### config.mk
export PLATFORM = sky130hd
export DESIGN_NAME = bcd7seg_seq_display_flat
export DESIGN_NICKNAME = d
export VERILOG_FILES = /design/src/rtl/bcd7seg_seq_display_if.sv /design/src/rtl/bcd7seg_seq_display.sv /design/src/flat_wrapper.sv
export SDC_FILE = /design/constraint.sdc
export NUM_CORES = 1
export LEC_CHECK = 0
export BUFFER_PORTS_ARGS = -buffer_cell sky130_fd_sc_hd__buf_2
export CAP_MARGIN = 20
export CORE_ASPECT_RATIO = 0.75
export CORE_MARGIN = 1
export CORE_UTILIZATION = 35
export DETAILED_ROUTE_END_ITERATION = 7
export PLACE_DENSITY = 0.65
export SYNTH_ARGS = -nofsm -noshare
export SYNTH_HDL_FRONTEND = slang
export SYNTH_SLANG_ARGS = --single-unit
### constraint.sdc
create_clock -name clk -period 2 [get_ports clk]
set_input_delay 0.2 -clock clk [delete_from_list [all_inputs] [get_ports clk]]
set_output_delay 0.2 -clock clk [all_outputs]
set_load 0.05 [all_outputs]
### src/rtl/bcd7seg_seq_display_if.sv
// Value-in / segments-out bundle for the sequential 7-segment display driver.
// The master side is the upstream value source; the slave side is the driver itself.
interface bcd7seg_seq_display_if #(
  parameter int unsigned IN_W   = 8,
  parameter int unsigned DIGITS = 3
);
  logic                  in_valid;
  logic                  in_ready;
  logic [IN_W:0]         in_data;    // [IN_W] = sign, [IN_W-1:0] = magnitude
  logic [7*DIGITS-1:0]   seg;        // digit k at [7k+6:7k], {a..g}, k=0 = units
  logic [6:0]            seg_sign;
  logic                  out_valid;
  logic                  overflow;

  modport master (
    output in_valid,
    output in_data,
    input  in_ready,
    input  seg,
    input  seg_sign,
    input  out_valid,
    input  overflow
  );

  modport slave (
    input  in_valid,
    input  in_data,
    output in_ready,
    output seg,
    output seg_sign,
    output out_valid,
    output overflow
  );
endinterface

### src/rtl/bcd7seg_seq_display.sv
// Sequential sign-magnitude to 7-segment display driver. A double-dabble engine converts
// one magnitude bit per cycle, then the BCD result is encoded into DIGITS segment digits
// plus a sign digit, with optional leading-zero blanking and overflow dashes.
module bcd7seg_seq_display #(
  parameter int unsigned IN_W     = 8,
  parameter int unsigned DIGITS   = 3,
  parameter bit          BLANK_LZ = 1'b1,
  parameter bit          ACT_LOW  = 1'b1
) (
  input logic                  clk,
  input logic                  rst,
  bcd7seg_seq_display_if.slave bus
);

  // ceil(IN_W * log10(2)) in fixed point: decimal digits needed for 2^IN_W - 1
  localparam int unsigned NbMin = (IN_W * 30103 + 99999) / 100000;
  localparam int unsigned NB    = (NbMin > DIGITS) ? NbMin : DIGITS;
  localparam int unsigned CntW  = $clog2(IN_W + 1);

  // Codes below are written segment-on-low; the mask flips them for active-high boards
  localparam logic [6:0] InvMask  = ACT_LOW ? 7'b0000000 : 7'b1111111;
  localparam logic [6:0] SegBlank = 7'b1111111 ^ InvMask;
  localparam logic [6:0] SegDash  = 7'b1111110 ^ InvMask;

  typedef enum logic [1:0] {
    StIdle,
    StShift,
    StEncode
  } state_e;

  // Nibbles 10..15 cannot come out of a correct conversion; show them blank
  function automatic logic [6:0] encode(input logic [3:0] nib);
    logic [6:0] code;
    case (nib)
      4'd0:    code = 7'b0000001;
      4'd1:    code = 7'b1001111;
      4'd2:    code = 7'b0010010;
      4'd3:    code = 7'b0000110;
      4'd4:    code = 7'b1001100;
      4'd5:    code = 7'b0100100;
      4'd6:    code = 7'b0100000;
      4'd7:    code = 7'b0001111;
      4'd8:    code = 7'b0000000;
      4'd9:    code = 7'b0000100;
      default: code = 7'b1111111;
    endcase
    return code ^ InvMask;
  endfunction

  state_e              state_q;
  logic [CntW-1:0]     cnt_q;
  logic [IN_W-1:0]     mag_q;
  logic [4*NB-1:0]     bcd_q;
  logic [4*NB-1:0]     bcd_adj;
  logic                sign_q;
  logic                nz_q;
  logic                in_ready_q;
  logic                out_valid_q;
  logic                overflow_q;
  logic                overflow_d;
  logic [7*DIGITS-1:0] seg_q;
  logic [7*DIGITS-1:0] seg_d;
  logic [6:0]          seg_sign_q;
  logic [6:0]          seg_sign_d;
  logic                higher_zero;
  logic [3:0]          nib_k;

  // Add-3 correction of every nibble >= 5 ahead of the shift
  always_comb begin
    bcd_adj = bcd_q;
    for (int i = 0; i < int'(NB); i++) begin
      if (bcd_q[4*i +: 4] >= 4'd5) begin
        bcd_adj[4*i +: 4] = bcd_q[4*i +: 4] + 4'd3;
      end
    end
  end

  // Segment image of the finished BCD value: overflow dashes, blanking, sign digit
  always_comb begin
    overflow_d  = 1'b0;
    seg_d       = '0;
    higher_zero = 1'b1;
    nib_k       = 4'd0;
    for (int i = int'(DIGITS); i < int'(NB); i++) begin
      if (bcd_q[4*i +: 4] != 4'd0) begin
        overflow_d = 1'b1;
      end
    end
    // Walk from the most significant digit so higher_zero covers all digits above k
    for (int k = int'(DIGITS) - 1; k >= 0; k--) begin
      nib_k = bcd_q[4*k +: 4];
      if (overflow_d) begin
        seg_d[7*k +: 7] = SegDash;
      end else if (BLANK_LZ && (k > 0) && higher_zero && (nib_k == 4'd0)) begin
        seg_d[7*k +: 7] = SegBlank;
      end else begin
        seg_d[7*k +: 7] = encode(nib_k);
      end
      higher_zero = higher_zero && (nib_k == 4'd0);
    end
    // Negative zero is shown unsigned
    seg_sign_d = (sign_q && nz_q) ? SegDash : SegBlank;
  end

  // Control FSM with the conversion datapath and registered outputs
  always_ff @(posedge clk or posedge rst) begin
    if (rst) begin
      state_q     <= StIdle;
      cnt_q       <= '0;
      mag_q       <= '0;
      bcd_q       <= '0;
      sign_q      <= 1'b0;
      nz_q        <= 1'b0;
      in_ready_q  <= 1'b1;
      out_valid_q <= 1'b0;
      overflow_q  <= 1'b0;
      seg_q       <= {DIGITS{SegBlank}};
      seg_sign_q  <= SegBlank;
    end else begin
      out_valid_q <= 1'b0;
      case (state_q)
        StIdle: begin
          if (bus.in_valid && in_ready_q) begin
            sign_q     <= bus.in_data[IN_W];
            nz_q       <= |bus.in_data[IN_W-1:0];
            mag_q      <= bus.in_data[IN_W-1:0];
            bcd_q      <= '0;
            cnt_q      <= CntW'(IN_W);
            in_ready_q <= 1'b0;
            state_q    <= StShift;
          end
        end
        StShift: begin
          {bcd_q, mag_q} <= {bcd_adj[4*NB-2:0], mag_q, 1'b0};
          cnt_q          <= cnt_q - CntW'(1);
          if (cnt_q == CntW'(1)) begin
            state_q <= StEncode;
          end
        end
        StEncode: begin
          seg_q       <= seg_d;
          seg_sign_q  <= seg_sign_d;
          overflow_q  <= overflow_d;
          out_valid_q <= 1'b1;
          in_ready_q  <= 1'b1;
          state_q     <= StIdle;
        end
        default: begin
          state_q    <= StIdle;
          in_ready_q <= 1'b1;
        end
      endcase
    end
  end

  assign bus.in_ready  = in_ready_q;
  assign bus.out_valid = out_valid_q;
  assign bus.overflow  = overflow_q;
  assign bus.seg       = seg_q;
  assign bus.seg_sign  = seg_sign_q;

endmodule
### src/flat_wrapper.sv
// flat-port wrapper written by rule: the top's interface ports become plain ports
module bcd7seg_seq_display_flat 
#(
  parameter int unsigned IN_W     = 8,
  parameter int unsigned DIGITS   = 3,
  parameter bit          BLANK_LZ = 1'b1,
  parameter bit          ACT_LOW  = 1'b1
)
  (clk, rst, bus_in_valid, bus_in_data, bus_in_ready, bus_seg, bus_seg_sign, bus_out_valid, bus_overflow);
  bcd7seg_seq_display_if #(.IN_W(IN_W), .DIGITS(DIGITS)) bus_i ();
  input logic clk;
  input logic rst;
  input wire logic [$bits(bus_i.in_valid)-1:0] bus_in_valid;
  input wire logic [$bits(bus_i.in_data)-1:0] bus_in_data;
  output wire logic [$bits(bus_i.in_ready)-1:0] bus_in_ready;
  output wire logic [$bits(bus_i.seg)-1:0] bus_seg;
  output wire logic [$bits(bus_i.seg_sign)-1:0] bus_seg_sign;
  output wire logic [$bits(bus_i.out_valid)-1:0] bus_out_valid;
  output wire logic [$bits(bus_i.overflow)-1:0] bus_overflow;
  assign bus_i.in_valid = bus_in_valid;
  assign bus_i.in_data = bus_in_data;
  assign bus_in_ready = bus_i.in_ready;
  assign bus_seg = bus_i.seg;
  assign bus_seg_sign = bus_i.seg_sign;
  assign bus_out_valid = bus_i.out_valid;
  assign bus_overflow = bus_i.overflow;
  bcd7seg_seq_display #(.IN_W(IN_W), .DIGITS(DIGITS), .BLANK_LZ(BLANK_LZ), .ACT_LOW(ACT_LOW)) u_core (.clk(clk), .rst(rst), .bus(bus_i));
endmodule
Yosys cells after proc, flatten, opt, wreduce, memory -nomap -nowiden
Memories as Yosys holds them, arrays and structs flattened. A register that Yosys moved wholly into a read port is not among the register bits.
Cells that the tools add are included.
{"block": "classes", "add_sub_neg": 4, "mul": 0, "div_mod_pow": 0, "order_cmp": 3, "n_eq_ne": 5, "shift": 0, "n_mux": 18, "n_bitwise": 1, "reduce_logical": 12}
{"cell": "case mux 12 bit (2 select lines)", "n": 1}
{"cell": "case mux 8 bit (2 select lines)", "n": 1}
{"cell": "two-way mux 7 bit", "n": 2}
{"cell": "greater-or-equal comparator 4 x 3 -> 1 bit (second input constant)", "n": 3}
{"cell": "two-way mux 12 bit", "n": 1}
{"cell": "two-way mux 4 bit", "n": 3}
{"cell": "adder 4 x 2 -> 4 bit (second input constant)", "n": 2}
{"cell": "logical NOT 4 bit", "n": 2}
{"cell": "two-way mux 8 bit", "n": 1}
{"cell": "case mux 4 bit (2 select lines)", "n": 1}
{"cell": "AND reduction 2 bit", "n": 4}
{"cell": "OR reduction 8 bit", "n": 1}
{"cell": "== test 4 x 1 -> 1 bit (second input constant)", "n": 1}
{"cell": "two-way mux 2 bit", "n": 2}
{"cell": "!= test 2 x 1 -> 1 bit (second input constant)", "n": 2}
{"cell": "case mux 2 bit (2 select lines)", "n": 1}
{"cell": "subtractor 4 x 1 -> 4 bit (second input constant)", "n": 1}
{"cell": "adder 3 x 2 -> 3 bit (second input constant)", "n": 1}
{"cell": "logical AND 1 bit", "n": 3}
{"cell": "two-way mux 1 bit", "n": 3}
{"cell": "two-way mux 3 bit", "n": 1}
{"cell": "== test 2 x 1 -> 1 bit (second input constant)", "n": 1}
{"cell": "== test 2 bit (second input constant)", "n": 1}
{"cell": "logical NOT 2 bit", "n": 1}
{"cell": "3 further kinds", "n": 3}
{"block": "word_totals", "ff_bits": 58, "latchBits": 0, "ramBits": 0, "mem_bits_ro": 336, "input_bits": 12, "wordCells": 56, "n_memories": 3}
{"name": "(no name shown)", "words": 16, "word_bits": 7, "rd": 1, "rd_ports_with_merged_regs": 0, "write_ports": 0, "line_no": "bcd7seg_seq_display.sv:34", "rtl": "case (nib)"}
{"name": "(no name shown)", "words": 16, "word_bits": 7, "rd": 1, "rd_ports_with_merged_regs": 0, "write_ports": 0, "line_no": "bcd7seg_seq_display.sv:34"}
{"name": "(no name shown)", "words": 16, "word_bits": 7, "rd": 1, "rd_ports_with_merged_regs": 1, "write_ports": 0, "line_no": "bcd7seg_seq_display.sv:34"}

Logic depth before layout (Yosys ltp)
Gate-level depths: netlist of run 1.
{"block": "logic_depth", "depth_word": 3, "ltp_mapped": 7, "depth_no_buf": 7}

Least setup slack after synthesis of run 1
Ideal clock, no wire load.
{"block": "synth_timing", "kind": "reg-to-reg", "from": "register u_core.in_ready_q, in the netlist u_core.bus.in_ready", "to": "register u_core.cnt_q[0]", "setup_ns": 0.133, "arrival_ns": 1.414, "t_required_ns": 1.867, "path_slack_ns": 0.453, "stages_incl_launch_ff": 7, "n_path_buf": 2, "synth_period_minus_slack_ns": 1.547, "path_cell_list": "dfstp_2 nor4bb_1 buf_4 nor2_8 buf_6 nand2_1 o21ai_0"}
{"block": "synth_via", "elab_chain_len": 3}
{"item": "from (decl)", "line_no": "bcd7seg_seq_display.sv:57", "rtl": "logic in_ready_q;"}
{"item": "from (signal assigned)", "line_no": "bcd7seg_seq_display.sv:114", "rtl": "in_ready_q <= 1'b1;"}
{"item": "from (signal assigned)", "line_no": "bcd7seg_seq_display.sv:129", "rtl": "in_ready_q <= 1'b0;"}
{"item": "from (signal assigned)", "line_no": "bcd7seg_seq_display.sv:145", "rtl": "in_ready_q <= 1'b1;"}
{"item": "logical AND 1 bit", "line_no": "bcd7seg_seq_display.sv:123", "rtl": "if (bus.in_valid && in_ready_q) begin"}
{"item": "!= test 2 x 1 -> 1 bit (no line)"}
{"item": "AND reduction 2 bit (no line)"}
{"item": "to (signal assigned)", "line_no": "bcd7seg_seq_display.sv:128", "rtl": "cnt_q <= CntW'(IN_W);"}
{"item": "to (signal assigned)", "line_no": "bcd7seg_seq_display.sv:135", "rtl": "cnt_q <= cnt_q - CntW'(1);"}
{"item": "to (decl)", "line_no": "bcd7seg_seq_display.sv:51", "rtl": "logic [CntW-1:0] cnt_q;"}
No other way between the ends.
A chain may end at the register's enable or synchronous reset.

Worst setup path in the final report of run 1
{"block": "layout_timing", "from": "register u_core.bcd_q[1]", "to": "register u_core.bcd_q[2]"}
{"block": "layout_via", "elab_chain_len": 3, "elab_cells_between_ends": 4}
{"item": "from (decl)", "line_no": "bcd7seg_seq_display.sv:53", "rtl": "logic [4*NB-1:0] bcd_q;"}
{"item": "from (signal assigned)", "line_no": "bcd7seg_seq_display.sv:134", "rtl": "{bcd_q, mag_q} <= {bcd_adj[4*NB-2:0], mag_q, 1'b0};"}
{"item": "adder 4 x 2 -> 4 bit / greater-or-equal comparator 4 x 3 -> 1 bit (equally long branches)", "line_no": "bcd7seg_seq_display.sv:73, bcd7seg_seq_display.sv:72"}
{"item": "two-way mux 4 bit *", "line_no": "bcd7seg_seq_display.sv:72", "rtl": "if (bcd_q[4*i +: 4] >= 4'd5) begin"}
{"item": "case mux 12 bit (2 select lines) *", "line_no": "bcd7seg_seq_display.sv:121", "rtl": "case (state_q)"}
Mark *: on every way between the ends. The rest lies on a longest branch, timed or not.

==> results of run 1 <==
registers in the layout (all words and copies together) (netlist names):
register / count
u_core.bcd_q: 12
u_core.bus.in_ready: 1
u_core.bus.out_valid: 1
u_core.nz_q: 1
u_core.bus.seg_sign: 1
u_core.sign_q: 1
u_core.mag_q: 8
u_core.state_q: 2
u_core.bus.seg: 21
u_core.cnt_q: 4
report_power, final:
part | internal, W | total, W | switching [W] | leakage (nW)
Clock | 0.000277 | 0.000611 | 0.000334 | 0.0510
Combinational | 0.00119 | 0.00325 | 0.00206 | 0.829
Sequential | 0.00164 | 0.00209 | 0.000456 | 0.602
per-stage QoR:
stage	worst slack [ns]	hold WS (ns)	utilization	instance area, sq um	instances
2_1_floorplan	0.453	0.305	-	2920	303
3_3_place_gp	0.405	0.271	0.395	3140	426
3_5_place_dp	0.313	0.273	0.395	3140	426
4_1_cts	0.298	0.103	0.408	3240	435
5_1_grt	0.155	0.108	0.408	3240	435
6_report	0.280	0.105	0.408	3240	435
cells in the final DEF, fill, tap and decap left out, types with 5 or more instances in the layout:
master	instances
sky130_fd_sc_hd__a21oi_1	17
sky130_fd_sc_hd__a31oi_1	5
sky130_fd_sc_hd__buf_2	35
sky130_fd_sc_hd__clkbuf_8	6
sky130_fd_sc_hd__conb_1	7
sky130_fd_sc_hd__dfrtp_1	29
sky130_fd_sc_hd__dfstp_2	23
sky130_fd_sc_hd__ha_1	18
sky130_fd_sc_hd__inv_1	16
sky130_fd_sc_hd__mux2i_1	14
sky130_fd_sc_hd__nand2_1	35
sky130_fd_sc_hd__nand2b_1	6
sky130_fd_sc_hd__nor2_1	22
sky130_fd_sc_hd__nor3_1	5
sky130_fd_sc_hd__o21ai_0	24
sky130_fd_sc_hd__o21ai_1	8
sky130_fd_sc_hd__o22a_1	6
sky130_fd_sc_hd__xnor2_1	5
kinds of logic (layout without fill, tap and decap cells):
group,count (synthesis),in the layout
mux,16,16
buf+inv,40,67
flops,52,52
compound gates,80,80
fa+ha+maj,18,18
other cells,2,7
xor+xnor,5,5
simple gates,85,85
worst paths after layout:
path,end,slack (ns),cells after the start
worst max-delay path,u_core.bcd_q[2],0.28,6
worst min-delay path,u_core.sign_q,0.11,3
worst max register to register,u_core.bcd_q[2],0.28,6
worst min register to register,u_core.bus.seg_sign[0],0.43,1
max in group asynchronous,u_core.bus.seg[12],1.22,4
min in group asynchronous,u_core.mag_q[7],0.48,4
metal layers:
| layer | wire, um | part of all wire |
|---|---|---|
| met1 | 2960 | 0.55 |
| met2 | 2190 | 0.40 |
| met3 | 242 | 0.045 |
| met4 | 19 | 0.0035 |
| met5 | 0 | 0 |
what timing repair did:
| item | CTS | global route |
|---|---|---|
| setup buffers | 0 | 0 |
| hold buffers | 1 | 0 |
| hold endpoints to repair | 29 | 0 |
critical path, cell delays in order, from the launching register on:
cell	delay [ns]
sky130_fd_sc_hd__dfrtp_1	0.50
sky130_fd_sc_hd__inv_1	0.14
sky130_fd_sc_hd__ha_1	0.21
sky130_fd_sc_hd__nand2b_1	0.14
sky130_fd_sc_hd__a21oi_1	0.31
sky130_fd_sc_hd__mux2i_1	0.24
sky130_fd_sc_hd__o21ai_1	0.07
Yosys cell counts:
| master | instances | area, sq um |
|---|---|---|
| sky130_fd_sc_hd__mux2i_1 | 14 | 140 |
| sky130_fd_sc_hd__o22ai_1 | 2 | 12.5 |
| sky130_fd_sc_hd__xnor2_1 | 5 | 43.8 |
| sky130_fd_sc_hd__a21oi_1 | 17 | 85.1 |
| sky130_fd_sc_hd__buf_6 | 3 | 33.8 |
| sky130_fd_sc_hd__o31ai_1 | 4 | 30.0 |
| sky130_fd_sc_hd__nand2b_1 | 6 | 37.5 |
| sky130_fd_sc_hd__nor4bb_1 | 1 | 10.0 |
| sky130_fd_sc_hd__o21ai_0 | 24 | 120 |
| sky130_fd_sc_hd__mux2_2 | 2 | 22.5 |
| sky130_fd_sc_hd__buf_4 | 10 | 75.1 |
| sky130_fd_sc_hd__a31oi_1 | 5 | 31.3 |
| sky130_fd_sc_hd__o221ai_1 | 1 | 8.76 |
| sky130_fd_sc_hd__and3_1 | 1 | 6.26 |
| sky130_fd_sc_hd__a211oi_1 | 1 | 7.51 |
| sky130_fd_sc_hd__nand2_1 | 35 | 131 |
| sky130_fd_sc_hd__o21ai_1 | 8 | 40.0 |
| sky130_fd_sc_hd__o211ai_1 | 2 | 15.0 |
| sky130_fd_sc_hd__a22o_1 | 3 | 26.3 |
| sky130_fd_sc_hd__buf_2 | 9 | 45.0 |
| sky130_fd_sc_hd__o21ba_2 | 1 | 10.0 |
| sky130_fd_sc_hd__nor3b_1 | 1 | 7.51 |
| sky130_fd_sc_hd__nor3_1 | 5 | 25.0 |
| sky130_fd_sc_hd__nand3_1 | 3 | 15.0 |
| sky130_fd_sc_hd__dfstp_2 | 23 | 604 |
| sky130_fd_sc_hd__nor4_1 | 3 | 18.8 |
| sky130_fd_sc_hd__conb_1 | 2 | 7.51 |
| sky130_fd_sc_hd__clkbuf_1 | 1 | 3.75 |
| sky130_fd_sc_hd__o21ai_2 | 4 | 35.0 |
| sky130_fd_sc_hd__nor2b_1 | 2 | 12.5 |
| sky130_fd_sc_hd__nor2_1 | 22 | 82.6 |
| sky130_fd_sc_hd__dfrtp_1 | 29 | 726 |
| sky130_fd_sc_hd__ha_1 | 18 | 225 |
| sky130_fd_sc_hd__inv_1 | 17 | 63.8 |
| sky130_fd_sc_hd__o21a_1 | 1 | 7.51 |
| sky130_fd_sc_hd__o22a_1 | 6 | 52.6 |
| sky130_fd_sc_hd__a32oi_4 | 1 | 27.5 |
| sky130_fd_sc_hd__and2_1 | 4 | 25.0 |
| sky130_fd_sc_hd__or2_2 | 1 | 6.26 |
| sky130_fd_sc_hd__nor2_8 | 1 | 20.0 |
cell type report:
cell class | instances | share of cell area
clock inverter | 2 | 0.00309
sequential | 52 | 0.410
timing repair buffer | 42 | 0.0787
tap | 105 | 0.0405
inverter | 17 | 0.0197
multi-input combinational | 211 | 0.423
clock buffer | 6 | 0.0255
==> impl_summary.txt, run 1 <==
----------------------------------------------------
[Run status]
  Outcome ... complete, no violations

[Setup path]
  Crit start category ... flip-flop
  Endpoint type of the worst setup path ... flip-flop
  FF-to-FF Start ... u_core.bcd_q[1]
  Maximum net fanout on the critical path ... 8
  Signal arrival time at the worst endpoint ... between 1.5 and 2 ns
  Worst Setup Path Type ... reg -> reg
  Startpoint of the most critical setup path ... u_core.bcd_q[1]
  Data required time of the worst path ... between 2 and 2.5 ns

[Global route]
  GR Util All Layers ... 0.136
  Antenna violations before repair ... 0
  Met1 Use GR ... 0.203
  Maximum number of pins on one net before global-route repair ... 53
  Aggregate global routing overflow ... 0
  Vias in the first global route ... ~1900
  Global route hottest layer ... met1
  Met3 usage in global routing ... 0.0289
  Met2 usage in global routing ... 0.202
  Wire length of the first global-routing pass ... between 9 and 10 mm

[Detailed routing]
  Sum of routed wire length over all layers ... ~5.4 mm
  Iteration-0 DRC count of the detailed router ... 96
  Mean routed wirelength per cell ... about 12 um
  Ratio of routed vias to standard cells ... around 4.8
  Detailed-route DRC error count ... 0
  First drt pass iteration count ... 5
  Vias after detailed routing ... 2073
  Detail Route Antenna Nets ... 0

[Placed design]
  Placer's final routability congestion estimate ... 0.875
  Buffers on Ports ... 35
  Final HPWL from detailed placement ... a little under 4 mm

[Clocking]
  Buffer levels on the longest clock path ... 2
  Clock insertion delay at the later pin of the skew report ... 0.29 ns
  CTS clock-pin slew for the worst setup and hold paths ... ~0.090 ns
  TritonCTS Sinks ... 52
  Buffer cell driving the clock tree root ... sky130_fd_sc_hd__clkbuf_8
  TritonCTS buffer count ... 5
  Clock tree from TritonCTS ... built
  Depth of the CTS H-tree ... 2
  Total of cells resized after clock tree synthesis ... 0

[STA]
  Fin crit share ... 0.860
  Final Slew Violations ... 0
  Largest clock skew in the final design ... 0.00709 ns
  Setup repair after global routing missed its margin ... no
  Final-layout setup total negative slack ... 0 ns
  Shortest clock period the worst path allows after layout ... 1.72 ns
  Number of setup violations in the final report ... 0
  Max Clock Freq ... between 0.5 and 0.6 GHz
  Final Hold Viols ... 0

[Layout]
  Relative area change from synthesis to final layout ... 12.0%
  Net total in the final layout ... 359
  Fraction of final layout cells with drive strength greater than 1 ... 0.255
  Area taken by flip-flops and latches ... approximately 1300 sq um
  Filler cells ... between 700 and 800
  Total area of multi-input combinational cells ... between 1000 and 1500 sq um
  N_diodes ... 0

[Yosys]
  Synthesized area ... roughly 2900 sq um
  Mapped Cells ... slightly below 300
  Mean instance size in the synthesized netlist ... between 9 and 10 sq um
  #FFs+latches synth ... 52
  Main combinational cell family by area after synthesis ... compound AO/OA/AOI/OAI gates
  Share of synthesized cell area in full adder, half adder and majority cells ... 0.0777
  Compound-gate portion of the synthesized area ... 0.176
  Simple-gate share of the synthesized area ... 0.137
  XOR/XNOR share of the synthesized area ... 0.0151
  Portion of the post-synthesis area used by sequential elements ... 0.459
  Synthesis Warnings ... 0
  Distinct cell type count after synthesis ... 40
  Share of synthesized area spent on multiplexers ... 0.0561

[Floorplan]
  Full die area ... between 8000 and 9000 sq um
  Initial Util ... 0.364
  Total core area ... between 7000 and 8000 sq um
  Width of the chip ... around 110 um
  Die span in y ... ~81 um
  Site row count ... 28
  Io pins ... 43

[Power and ir drop]
  Leakage power ... approximately 1.5 nW
  Power density over cell area ... between 1500 and 2000 nW/um^2
  Max IR drop VDD ... a little under 800 uV
  Total power after layout ... 0.00596 W

[Worst hold path]
  Worst hold path class ... in -> reg
  Beginning of the worst hold path ... bus_in_data[8]

[Job]
  # Max-Cap Violations ... 0

----------------------------------------------------
(Power assumes the default switching activity.)
==> run 2, diff against run 1 <==
--- a/config.mk
+++ b/config.mk
@@ -12,6 +12,7 @@
 export CORE_UTILIZATION = 35
 export DETAILED_ROUTE_END_ITERATION = 7
 export PLACE_DENSITY = 0.65
+export RECOVER_POWER = 100
 export SYNTH_ARGS = -nofsm -noshare
 export SYNTH_HDL_FRONTEND = slang
 export SYNTH_SLANG_ARGS = --single-unit
==> run 2 against run 1 <==
  * Total power down 2.5%
  * Sequential power about the same
  * Clock skew up 0.0019 ns
  * Cell area down 2.5%
  * Critical path depth unchanged
  * Critical endpoint unchanged
==> impl_summary.txt, run 2 (same netlist as run 1, synthesis figures left out) <==
----------------------------------------------------
[Clocking]
  TritonCTS Sinks ... 52
  Buffer cell driving the clock tree root ... sky130_fd_sc_hd__clkbuf_8
  Total of cells resized after clock tree synthesis ... 0
  Clock insertion delay at the later pin of the skew report ... roughly 0.3 ns
  TritonCTS buffer count ... 5
  Post-CTS setup buffers ... 0
  Clock tree from TritonCTS ... built
  Buffer levels on the longest clock path ... 2
  Depth of the CTS H-tree ... 2
  CTS clock-pin slew for the worst setup and hold paths ... 0.09 ns

[Layout]
  Net total in the final layout ... between 300 and 400
  Fin cells ... roughly 440
  Most common library cell in the layout ignoring fill and taps ... sky130_fd_sc_hd__nand2_1
  Commonest non-fill, non-tap cells in the layout ... sky130_fd_sc_hd__nand2_1 (35), sky130_fd_sc_hd__o21ai_0 (34), sky130_fd_sc_hd__dfrtp_1 (29)
  Fraction of final layout cells with drive strength greater than 1 ... 0.158
  Final non-filler cell area ... ~3200 sq um
  Filler cells ... between 800 and 900
  Largest register FFs ... 21
  Total area of multi-input combinational cells ... between 1000 and 1500 sq um
  Area taken by flip-flops and latches ... ~1300 sq um
  N_diodes ... 0
  Relative area change from synthesis to final layout ... 9.20%

[Detailed routing]
  Sum of routed wire length over all layers ... 5.46 mm
  First drt pass iteration count ... 4
  Detail Route Antenna Nets ... 0
  Detailed-route DRC error count ... 0
  Iteration-0 DRC count of the detailed router ... a little over 90
  Mean routed wirelength per cell ... between 10 and 15 um
  Ratio of routed vias to standard cells ... roughly 4.8
  Vias after detailed routing ... approximately 2100

[STA]
  Slew HR ... 0.165
  Largest clock skew in the final design ... 0.00898 ns
  Worst hold margin ... just over 0.1 ns
  Max Clock Freq ... 0.569 GHz
  Transition time at the pin with the least slew margin ... roughly 1.3 ns
  Fin crit share ... 0.878
  Final Hold Viols ... 0
  Final-layout setup total negative slack ... 0 ns
  Number of setup violations in the final report ... 0
  Shortest clock period the worst path allows after layout ... approximately 1.8 ns
  Final Slew Violations ... 0
  Setup repair after global routing missed its margin ... no

[Setup path]
  Crit start category ... flip-flop
  Data required time of the worst path ... roughly 2.2 ns
  Signal arrival time at the worst endpoint ... between 1.5 and 2 ns
  FF-to-FF Start ... u_core.bcd_q[1]
  Startpoint of the most critical setup path ... u_core.bcd_q[1]
  Length in cells of the worst reg-to-reg path ... 6
  Endpoint type of the worst setup path ... flip-flop
  Maximum net fanout on the critical path ... 8
  Worst Setup Path Type ... reg -> reg

[Floorplan]
  Die span in y ... roughly 81 um
  Site row count ... 28
  Io pins ... between 40 and 50
  Width of the chip ... about 110 um
  Total core area ... roughly 8000 sq um
  Full die area ... approximately 8700 sq um
  Initial Util ... 0.364

[Power and ir drop]
  Leakage power ... between 1 and 1.5 nW
  Max IR drop VDD ... around 730 uV
  Power density over cell area ... 1840 nW/um^2
  Total power after layout ... between 0.005 and 0.006 W

[Global route]
  GR Util All Layers ... 0.136
  Aggregate global routing overflow ... 0
  Antenna violations before repair ... 0
  Wire length of the first global-routing pass ... 9.29 mm
  Vias in the first global route ... between 1500 and 2000
  Maximum number of pins on one net before global-route repair ... 53

[Worst hold path]
  Hold path depth ... 3
  Beginning of the worst hold path ... bus_in_data[8]
  Worst hold path class ... in -> reg

[Run status]
  Outcome ... complete, no violations

[Placed design]
  Buffers on Ports ... 35
  Placer's final routability congestion estimate ... 0.875
  Dpl cell area ... between 3000 and 4000 sq um
  Number of instances in the placed design ... about 430
  Final HPWL from detailed placement ... about 4 mm

[Job]
  # Max-Cap Violations ... 0

----------------------------------------------------
[run 2: path summary, 6_finish.rpt]
check | end | slack [ns]
worst max-delay path | u_core.bcd_q[2] | 0.24
worst min-delay path | u_core.sign_q | 0.10
worst max register to register | u_core.bcd_q[2] | 0.24
worst min register to register | u_core.bus.seg_sign[0] | 0.43
max in group asynchronous | u_core.cnt_q[3] | 0.39
min in group asynchronous | u_core.bcd_q[3] | 0.86
[run 2: worst max-delay path, cell delays in order (launching register included)]
cell and delay (ns):
sky130_fd_sc_hd__dfrtp_1 0.50, sky130_fd_sc_hd__inv_1 0.14, sky130_fd_sc_hd__ha_1 0.21, sky130_fd_sc_hd__nand2b_1 0.14, sky130_fd_sc_hd__a21oi_1 0.31, sky130_fd_sc_hd__mux2i_1 0.23
sky130_fd_sc_hd__o21ai_0 0.09
[run 2: per-layer routing]
layer / wire [um] / vias to the layer above / global-route usage
li1: - / 1071 / -
met3: 262 / 2 / 0.0289
met2: 2200 / 48 / 0.202
met5: 0 / - / 0
met1: 2980 / 949 / 0.203
met4: 19 / 0 / 0.0247
[run 2: through the flow]
stage,setup slack (ns),utilization
global route,0.0999,0.398
CTS,0.298,0.408
finish,0.243,0.398
floorplan,0.453,-
detailed placement,0.313,0.395
global placement,0.405,0.395
[run 2: final cells by class]
| cell class | instances | area share |
|---|---|---|
| Clock inverter | 2 | 0.00316 |
| Timing Repair Buffer | 42 | 0.0617 |
| Clock buffer | 6 | 0.0261 |
| Inverter | 17 | 0.0202 |
| Sequential cell | 52 | 0.420 |
| Multi-Input combinational cell | 211 | 0.427 |
| Tap cell | 105 | 0.0415 |
[run 2: report_power, final]
| part | internal (W) | switching, W |
|---|---|---|
| clock | 0.000277 | 0.000333 |
| combinational | 0.00108 | 0.00202 |
| sequential | 0.00164 | 0.000463 |
| total | 0.00300 | 0.00281 |
[run 2: repair_timing]
item / in CTS / in global routing
hold buffers: 1 / 0
setup endpoints to repair: 0 / 0
endpoints found under the hold margin: 29 / 0
==> run 3, diff against run 2 <==
--- a/config.mk
+++ b/config.mk
@@ -7,11 +7,13 @@
 export LEC_CHECK = 0
 export BUFFER_PORTS_ARGS = -buffer_cell sky130_fd_sc_hd__buf_2
 export CAP_MARGIN = 20
+export CELL_PAD_IN_SITES_DETAIL_PLACEMENT = 1
+export CELL_PAD_IN_SITES_GLOBAL_PLACEMENT = 1
 export CORE_ASPECT_RATIO = 0.75
 export CORE_MARGIN = 1
 export CORE_UTILIZATION = 35
 export DETAILED_ROUTE_END_ITERATION = 7
-export PLACE_DENSITY = 0.65
+export PLACE_DENSITY = 0.78
 export RECOVER_POWER = 100
 export SYNTH_ARGS = -nofsm -noshare
 export SYNTH_HDL_FRONTEND = slang
==> run 3 against run 2 <==
  * Combinational power increased by 3%
  * Sequential power barely moved
  * Non-clock buffer count is 2 higher
  * Clock skew up 0.0011 ns
  * Sequential cell count unchanged
  * Clock-buffer cell count unchanged
  * Routed wire length up 11%
  * Via count increased by 3.6%
  * Total power grew 1.9%
  * Largest cell class unchanged
  * Largest power group unchanged
  * Highest routed layer unchanged
==> impl_summary.txt, run 3 (same netlist as run 1, synthesis figures left out) <==
----------------------------------------------------
[Placed design]
  Placer's final routability congestion estimate ... 0.795
  Buffers on Ports ... 35
  Final HPWL from detailed placement ... approximately 4.4 mm
  Number of instances in the placed design ... about 430

[Layout]
  Largest register FFs ... 21
  N_diodes ... 0
  Relative area change from synthesis to final layout ... 9.76%
  Fraction of final layout cells with drive strength greater than 1 ... 0.154
  Commonest non-fill, non-tap cells in the layout ... sky130_fd_sc_hd__nand2_1 (35), sky130_fd_sc_hd__o21ai_0 (35), sky130_fd_sc_hd__dfrtp_1 (29)
  Net total in the final layout ... 361
  Core occupancy in the finished layout ... 0.400
  Fin cells ... 437

[Setup path]
  Slowest-stage cell, CP ... sky130_fd_sc_hd__dfrtp_1
  Cell breakdown of the critical path ... inv_1 > ha_1 > nand2b_1 > a21oi_1 > mux2i_1 > o21ai_0
  Signal arrival time at the worst endpoint ... 1.95 ns
  Maximum net fanout on the critical path ... 8
  Data required time of the worst path ... between 2 and 2.5 ns
  Kind of cell with the highest combined delay on the critical path ... flip-flops
  Crit start category ... flip-flop
  Crit-path max cell delay ... 0.50 ns
  Endpoint type of the worst setup path ... flip-flop
  Worst Setup Path Type ... reg -> reg
  Sum of buffers and inverters on the critical path ... 1

[STA]
  Transition time at the pin with the least slew margin ... around 1.3 ns
  Final-layout setup total negative slack ... 0 ns
  Fin crit share ... 0.884
  Final Slew Violations ... 0
  Largest clock skew in the final design ... between 0.01 and 0.015 ns
  Slew HR ... 0.141
  Final Hold Viols ... 0
  Max Clock Freq ... around 0.57 GHz
  Setup repair after global routing missed its margin ... no
  Shortest clock period the worst path allows after layout ... about 1.8 ns
  Number of setup violations in the final report ... 0

[Detailed routing]
  Mean routed wirelength per cell ... 13.9 um
  Sum of routed wire length over all layers ... between 6 and 7 mm
  First drt pass iteration count ... 4
  Ratio of routed vias to standard cells ... between 4 and 5
  Amount of wire on met2 after detailed routing ... 2.59 mm
  Detail Route Antenna Nets ... 0
  DR top layer ... met4
  Vias after detailed routing ... about 2100
  Wire length on met3 ... between 150 and 200 um
  Iteration-0 DRC count of the detailed router ... 64
  Detailed-route DRC error count ... 0
  Detailed-route wire length on metal 1 ... about 3.2 mm

[Floorplan]
  Total core area ... about 8000 sq um
  Site row count ... 28
  Initial Util ... 0.364
  Width of the chip ... roughly 110 um
  Io pins ... 43
  Die span in y ... roughly 80 um
  Full die area ... between 8000 and 9000 sq um

[Clocking]
  TritonCTS Sinks ... 52
  Total of cells resized after clock tree synthesis ... 0
  CTS clock-pin slew for the worst setup and hold paths ... around 0.1 ns
  Buffer levels on the longest clock path ... 2
  Clock insertion delay at the later pin of the skew report ... 0.32 ns
  TritonCTS buffer count ... 5
  Depth of the CTS H-tree ... 2
  Buffer cell driving the clock tree root ... sky130_fd_sc_hd__clkbuf_8
  Clock tree from TritonCTS ... built

[Global route]
  Wire length of the first global-routing pass ... about 10 mm
  GR Util All Layers ... 0.155
  Vias in the first global route ... approximately 2100
  Maximum number of pins on one net before global-route repair ... 53
  Aggregate global routing overflow ... 0
  Antenna violations before repair ... 0

[Power and ir drop]
  Power density over cell area ... approximately 1900 nW/um^2
  Total power after layout ... a little under 0.006 W
  Max IR drop VDD ... a little under 600 uV
  Leakage power ... around 1.4 nW

[Job]
  # Max-Cap Violations ... 0

[Worst hold path]
  Worst hold path class ... in -> reg

[Run status]
  Outcome ... complete, no violations

----------------------------------------------------
==> run 3: area by class of cell <==
type | count | area (sq um)
Clock buffer | 6 | 82.6
Clock inverter | 2 | 17.5
Fill cell | 935 | 4770
Inverter | 17 | 63.8
Multi-Input combinational cell | 211 | 1350
Sequential cell | 52 | 1330
Tap cell | 105 | 131
Timing Repair Buffer | 44 | 210
==> run 3: worst paths after layout <==
check	startpoint	end	slack, ns	cells after the start
worst max register to register	u_core.bcd_q[1]	u_core.bcd_q[2]	0.23	6
worst min-delay path	bus_in_data[8]	u_core.sign_q	0.08	3
worst min register to register	u_core.sign_q	u_core.bus.seg_sign[0]	0.42	1
min in group asynchronous	rst	u_core.mag_q[6]	0.84	4
worst max-delay path	u_core.bcd_q[1]	u_core.bcd_q[2]	0.23	6
max in group asynchronous	rst	u_core.bus.out_valid	0.37	4
==> run 3: per-stage QoR <==
stage | hold slack (ns) | worst slack (ns) | instance area (sq um)
after floorplan | 0.305 | 0.453 | 2920
after global placement | 0.273 | 0.411 | 3160
after detailed placement | 0.276 | 0.316 | 3160
after CTS | 0.0781 | 0.269 | 3270
after global routing | 0.113 | 0.0519 | 3180
final | 0.0827 | 0.233 | 3180
==> run 3: report_power, final <==
group          switching [W]  internal [W]  total [W]
registers           0.000445       0.00164    0.00208
logic                0.00209       0.00109    0.00318
clock network       0.000374      0.000290   0.000664
==> run 3: worst register-to-register path, cell delays in order (launching register included) <==
cell	delay (ns)
sky130_fd_sc_hd__dfrtp_1	0.50
sky130_fd_sc_hd__inv_1	0.14
sky130_fd_sc_hd__ha_1	0.21
sky130_fd_sc_hd__nand2b_1	0.14
sky130_fd_sc_hd__a21oi_1	0.31
sky130_fd_sc_hd__mux2i_1	0.23
sky130_fd_sc_hd__o21ai_0	0.10
==> run 3: layer usage <==
metal	up-vias	GRT usage
li1	1069	-
met1	1033	0.217
met2	34	0.243
met3	8	0.0321
met4	0	0.0452
met5	-	0
==> run 3: repair_timing <==
action                    in CTS  in global routing
hold endpoints to repair      29                  0
hold buffers                   1                  0
setup buffers                  0                  0
